## src/rtl/expr_pkg.sv

```systemverilog
// Shared types and constants for the left-to-right expression sequencer.
package expr_pkg;

  localparam int WIDTH_DEF   = 16;
  localparam int COUNT_W_DEF = 8;

  localparam logic OP_ADD = 1'b0;
  localparam logic OP_SUB = 1'b1;

  typedef enum logic [1:0] {
    IDLE,
    ACCUM,
    EXEC,
    DONE
  } state_t;

endpackage

```

## src/rtl/alu.sv

```systemverilog
// Combinational add/subtract unit; results wrap modulo 2^WIDTH.
module alu
  import expr_pkg::*;
#(
  parameter int WIDTH = WIDTH_DEF
) (
  input  logic             h,
  input  logic [WIDTH-1:0] a,
  input  logic [WIDTH-1:0] b,
  output logic [WIDTH-1:0] y
);

  always_comb begin
    y = (h == OP_SUB) ? (a - b) : (a + b);
  end

endmodule

```

## src/rtl/expr_sequencer.sv

```systemverilog
// Evaluates a stream of operand tokens strictly left to right through a
// registered-input ALU, one operand every two cycles after the first.
module expr_sequencer
  import expr_pkg::*;
#(
  parameter int WIDTH   = WIDTH_DEF,
  parameter int COUNT_W = COUNT_W_DEF
) (
  input  logic               clk,
  input  logic               rst_n,
  input  logic               in_valid,
  output logic               in_ready,
  input  logic               in_op,
  input  logic [WIDTH-1:0]   in_data,
  input  logic               in_last,
  output logic               out_valid,
  input  logic               out_ready,
  output logic [WIDTH-1:0]   out_result,
  output logic [COUNT_W-1:0] out_count
);

  state_t state, state_nxt;

  logic [WIDTH-1:0]   acc;
  logic [WIDTH-1:0]   alu_a;
  logic [WIDTH-1:0]   alu_b;
  logic [WIDTH-1:0]   alu_y;
  logic               alu_h;
  logic               last_q;
  logic [COUNT_W-1:0] count;

  alu #(.WIDTH(WIDTH)) u_alu (
    .h (alu_h),
    .a (alu_a),
    .b (alu_b),
    .y (alu_y)
  );

  always_ff @(posedge clk or negedge rst_n) begin
    if (!rst_n) state <= IDLE;
    else        state <= state_nxt;
  end

  always_comb begin
    state_nxt = state;
    in_ready  = 1'b0;
    out_valid = 1'b0;
    case (state)
      IDLE: begin
        in_ready = 1'b1;
        if (in_valid) state_nxt = in_last ? DONE : ACCUM;
      end
      ACCUM: begin
        in_ready = 1'b1;
        if (in_valid) state_nxt = EXEC;
      end
      EXEC: begin
        state_nxt = last_q ? DONE : ACCUM;
      end
      DONE: begin
        out_valid = 1'b1;
        if (out_ready) state_nxt = IDLE;
      end
      default: state_nxt = IDLE;
    endcase
  end

  // ALU operands are captured on accept and stay untouched through EXEC,
  // so the combinational result is stable when acc samples it.
  always_ff @(posedge clk or negedge rst_n) begin
    if (!rst_n) begin
      acc    <= '0;
      count  <= '0;
      alu_a  <= '0;
      alu_b  <= '0;
      alu_h  <= OP_ADD;
      last_q <= 1'b0;
    end else begin
      case (state)
        IDLE: begin
          if (in_valid) begin
            acc   <= in_data;
            count <= COUNT_W'(1);
          end
        end
        ACCUM: begin
          if (in_valid) begin
            alu_a  <= acc;
            alu_b  <= in_data;
            alu_h  <= in_op;
            last_q <= in_last;
            count  <= (count == '1) ? count : count + COUNT_W'(1);
          end
        end
        EXEC: begin
          acc <= alu_y;
        end
        default: ;
      endcase
    end
  end

  assign out_result = acc;
  assign out_count  = count;

endmodule

```

## config.mk

```make
export PLATFORM = sky130hd
export DESIGN_NAME = expr_sequencer
export DESIGN_NICKNAME = d
export VERILOG_FILES = /design/src/rtl/expr_pkg.sv /design/src/rtl/alu.sv /design/src/rtl/expr_sequencer.sv
export SDC_FILE = /design/constraint.sdc
export NUM_CORES = 1
export LEC_CHECK = 0
export CAP_MARGIN = 0
export CORE_MARGIN = 2
export CORE_UTILIZATION = 52
export DETAILED_ROUTE_END_ITERATION = 8
export DONT_BUFFER_PORTS = 1
export GPL_TIMING_DRIVEN = 0
export PLACE_DENSITY = 0.67
export SLEW_MARGIN = 20
export SYNTH_ARGS = -nofsm -noshare
export SYNTH_HDL_FRONTEND = slang
export SYNTH_SLANG_ARGS = --single-unit
```

## constraint.sdc

```tcl
create_clock -name clk -period 3.3 [get_ports clk]
set_input_delay 0.66 -clock clk [delete_from_list [all_inputs] [get_ports clk]]
set_output_delay 0.66 -clock clk [all_outputs]
set_load 0.01 [all_outputs]
```

# [Word level (Yosys, flattened, before mapping)]
# Cells that the tools add are included.
[word_totals] ff_bits=60 word_cells=41 output_inout_bits=26
[op_classes] mux=15 n_eq_ne=8 reduce_logical=8 add_sub_neg=3
[op_table] cell="2-to-1 mux 16 bit" count=2
[op_table] cell="case mux 16 bit (2 select lines)" count=1
[op_table] cell="2-to-1 mux 8 bit" count=3
[op_table] cell="adder 16 bit" count=1
[op_table] cell="case mux 8 bit (2 select lines)" count=1
[op_table] cell="subtractor 16 bit" count=1
[op_table] cell="2-to-1 mux 2 bit" count=5
[op_table] cell="adder 8 x 1 -> 8 bit (second input constant)" count=1
[op_table] cell="== test 8 bit (second input constant)" count=1
[op_table] cell="inequality test 2 bit (second input constant)" count=4
[op_table] cell="case mux 2 bit (4 select lines)" count=1
[op_table] cell="== test 2 bit (second input constant)" count=2
[op_table] cell="AND reduction 2 bit" count=2
[op_table] cell="AND reduction 4 bit" count=1
[op_table] cell="nonzero test 2 bit" count=2
[op_table] cell="AND reduction 3 bit" count=1
[op_table] cell="== test 2 x 1 -> 1 bit (second input constant)" count=1
[op_table] cell="logical NOT 2 bit" count=1
[op_table] cell="2-to-1 mux 1 bit" count=2
[op_table] cell="OR reduction 2 bit" count=1

# [Logic depth before layout (Yosys ltp)]
[logic_depth] word_depth=4 mapped_depth=14 depth_no_buf=14

# [Cells and area by module]
# Synthesis repeated with hierarchy kept, for this count alone.
[unflattened] cells_unflattened=355 area_unflattened_um2=3583.4
[modules_own_cells] module="expr_sequencer" seq_area_each_um2=1501.4 cells_per_inst=219 n_inst=1 area_per_inst_um2=2593.7
[modules_own_cells] module="alu" seq_area_each_um2=0.0 cells_per_inst=136 n_inst=1 area_per_inst_um2=989.7

# [Worst setup path after synthesis]
# Ideal clock, no wire load.
[synth_timing] path_kind="register to register" start="register alu_b[10]" end="register acc[14] (netlist: out_result[14])" synth_period_minus_slack_ps=2698 path_stages_with_launch=11 slack_ps=602 path_buffers=0 t_arrival_ps=2556 required_ps=3158 setup_ps=142 cell_sequence="dfrtp_1 -> or4_4 -> o31ai_1 -> xor2_1 -> ha_1 -> a21oi_1 -> inv_1 -> a311oi_1 -> o21ai_0 -> xnor2_1 -> o221ai_1"
[synth_between] elab_chain_cells=3
[synth_lines] item="from (decl)" line_no="expr_sequencer.sv:26" source="logic [WIDTH-1:0] alu_b;"
[synth_lines] item="from (signal assigned)" line_no="expr_sequencer.sv:89" source="alu_b <= in_data;"
[synth_lines] item="adder 16 bit or subtractor 16 bit (tied branches)" line_no="alu.sv:14" source="y = (h == OP_SUB) ? (a - b) : (a + b);"
[synth_lines] item="2-to-1 mux 16 bit (*)" line_no="alu.sv:14"
[synth_lines] item="case mux 16 bit (2 select lines) (*)" line_no="expr_sequencer.sv:79" source="case (state)"
[synth_lines] item="to (signal assigned)" line_no="expr_sequencer.sv:82" source="acc <= in_data;"
[synth_lines] item="to (signal assigned)" line_no="expr_sequencer.sv:96" source="acc <= alu_y;"
[synth_lines] item="to (decl)" line_no="expr_sequencer.sv:24" source="logic [WIDTH-1:0] acc;"
# Mark *: on every way between the ends. The rest lies on a longest branch, timed or not.
# A chain may end at the register's enable or synchronous reset.

# [Worst setup path after layout]
[layout_timing] start="register alu_b[6]" end="register acc[14] (netlist: out_result[14])"
# Same word-level chain as after synthesis.

==> flow_summary.json <==
{
  "synth-compound-area-share": 0.156,
  "cp-start-kind": "flip-flop",
  "synthAdderAreaFrac": 0.0650,
  "first_iter_violations": 259,
  "area_growth_syn_to_layout_pct": 10.5,
  "synth-xor-area-share": 0.0829,
  "worst_pin_slew_ps": 960,
  "crit_fanout": 6,
  "grt_use_total": 0.254,
  "worstPathArrival_ps": 3280,
  "nets": 409,
  "grt_max_degree": 34,
  "gr-usage-met3": 0.0796,
  "cts.sinks": 60,
  "fin_area_sq_mm": 0.00395,
  "clkLatencyLatePin_ps": 340,
  "dpl.cell_count": 434,
  "core_sq_mm": 0.00672,
  "stdcell_count": 454,
  "whs_ps": 141,
  "max_stage_delay_ps": 620,
  "use_met2": 0.381,
  "tns_ps": 0,
  "avgViaCountPerCell": 6.28,
  "antenna_cells": 0,
  "synth_area_leaders": "dfrtp_1 (42%), mux2_2 (11%), ha_1 (5.9%), a21oi_1 (5.3%), xnor2_1 (4.2%)",
  "synth_cell_types": 49,
  "cts_buffer_depth": 2,
  "slew_headroom": 0.357,
  "post-route-period-util": 0.937,
  "grt_pass1_wl_um": 14400,
  "cp_data_required_time_ps": 3490,
  "end_kind": "flip-flop",
  "placed_cell_area_sq_mm": 0.00368,
  "vias": 2851,
  "grt_pass1_vias": 2785,
  "synth_commonest_cells": "dfrtp_1 (60), a21oi_1 (38), mux2_2 (34)",
  "yosys_warnings": 0,
  "syn_nets": 394,
  "antenna_found_initial": 0,
  "grt_use_met1": 0.352,
  "yosysMostFrequentCell": "dfrtp_1",
  "globalRouteOverflowTotal": 0,
  "die_y_um": 87.0,
  "yosysTopAreaCell": "dfrtp_1",
  "top_usage_layer": "met2",
  "tritoncts": "done",
  "port_buffers": 0,
  "drive_above_1_share": 0.158,
  "ant_nets": 0,
  "yosysTopAreaCellShare": 0.420,
  "hpwl_um": 6300,
  "crit_chain": "or4_1, o31ai_1, xor2_1, ha_1, a21oi_1, inv_1, a311oi_1, o21ai_0, xnor2_1, o221ai_1",
  "die-area_sq_mm": 0.00756,
  "synth_top_family_by_area": "compound AO/OA/AOI/OAI gates",
  "fmax_mhz": 323,
  "routabilityCongestion": 0.962,
  "cpMaxStageDelayCell": "or4_1",
  "period_needed_ps": 3090,
  "synth_flop_cell": "dfrtp_1",
  "hold_violations": 0,
  "first_pass_iters": 5,
  "ios": 48,
  "clock-skew-final_ps": 7.44,
  "max_cap_viol_count": 0,
  "hold_class": "in -> async",
  "cp_num_buf_inv": 1,
  "finalWirelength_um": 8840,
  "drc": 0,
  "die_w_um": 87.0,
  "status": "finished, final reports clean",
  "start_util": 0.533,
  "cts-root-buf": "clkbuf_8",
  "synth_edf_count": 0,
  "syn_inst": 354,
  "setup_viol": 0,
  "synthSimpleGateAreaFrac": 0.137,
  "rsz0062_at_grt": "no",
  "synthMuxAreaShare": 0.113,
  "async_flop_share": 1.00,
  "ys_ff_latch": 60,
  "critPathKind": "reg -> reg",
  "num_rows": 30,
  "ys_seq_area_frac": 0.420,
  "cp_top_family": "compound AO/OA/AOI/OAI gates",
  "netlist_area_sq_mm": 0.00358,
  "wl_per_cell_um": 19.5,
  "avgSynthCellArea_sq_um": 10.1,
  "clk_pin_slew_worst_paths_ps": 70,
  "maxSlewViolCount": 0,
  "cts_buffers": 9,
  "h-tree-depth": 3
}
cell families after synthesis:
group | Yosys count
xor gates and xnor gates | 33
adders and majority gates | 18
and+or+nand+nor | 93
buffers and inverters | 26
DFF | 60
AOI/OAI and AO/OA | 88
muxes | 36
what timing repair did:
| action | 4_1_cts | 5_1_grt |
|---|---|---|
| resized for setup | 0 | 2 |
| endpoints found under the setup margin | 0 | 2 |
| hold buffers | 3 | 1 |
| hold endpoints to repair | 33 | 6 |
| setup buffers | 0 | 0 |
through the flow:
step	worst slack, ps	util
6_report	208	0.588
2_1_floorplan	602	-
4_1_cts	119	0.586
5_1_grt	3.17	0.588
3_5_place_dp	144	0.547
3_3_place_gp	191	0.547
layout make-up:
class                      count  area [sq um]
fill                         578          2770
clock buffer                  11           141
multi-input combinational    268          1990
buffer                        12          45.0
inverter                      14          52.6
tap                           80           100
clock inverter                 5          75.1
sequential                    60          1500
timing repair buffer           4          50.0
state kept, by name, indices dropped and copies added, names as in the netlist:
name / count
alu_b: 16
out_result: 16
last_q: 1
state: 2
alu_a: 16
out_count: 8
alu_h: 1
cells in the final DEF (no fill, tap or decap), drive strengths merged, types with 9 or more instances in the layout:
cell	netlist	layout
ha	17	17
xor2	15	15
clkbuf	10	21
o22a	9	9
xnor2	18	18
nand2	20	20
dfrtp	60	60
a21oi	39	39
o21ai	13	13
nor2	27	27
inv	14	14
mux2	34	34
routing by layer:
layer | wire (um) | share of wire
met1 | 3820 | 0.43
met2 | 4080 | 0.46
met3 | 775 | 0.088
met4 | 167 | 0.019
met5 | 0 | 0
final timing paths:
check / startpoint / end / slack (ps) / depth (start not counted)
worst min register to register: alu_a[0] / alu_a[0] / 510 / 1
min in group clk: in_data[15] / alu_b[15] / 460 / 1
worst max register to register: alu_b[6] / out_result[14] / 210 / 10
worst min-delay path: rst_n / out_result[5] / 140 / 1
max in group asynchronous: rst_n / alu_b[5] / 2040 / 1
worst max-delay path: alu_b[6] / out_result[14] / 210 / 10
worst reg2reg max path, delay by kind of cell (launching register included):
family / cells / cell delay [ps]
flops: 1 / 430
compound gates: 5 / 1110
xor+xnor: 2 / 380
simple gates: 1 / 620
buf+inv: 1 / 70
fa+ha+maj: 1 / 330
Power is not shown: default switching activity piles up to over one toggle a cycle in this logic, so the estimate is an artifact.
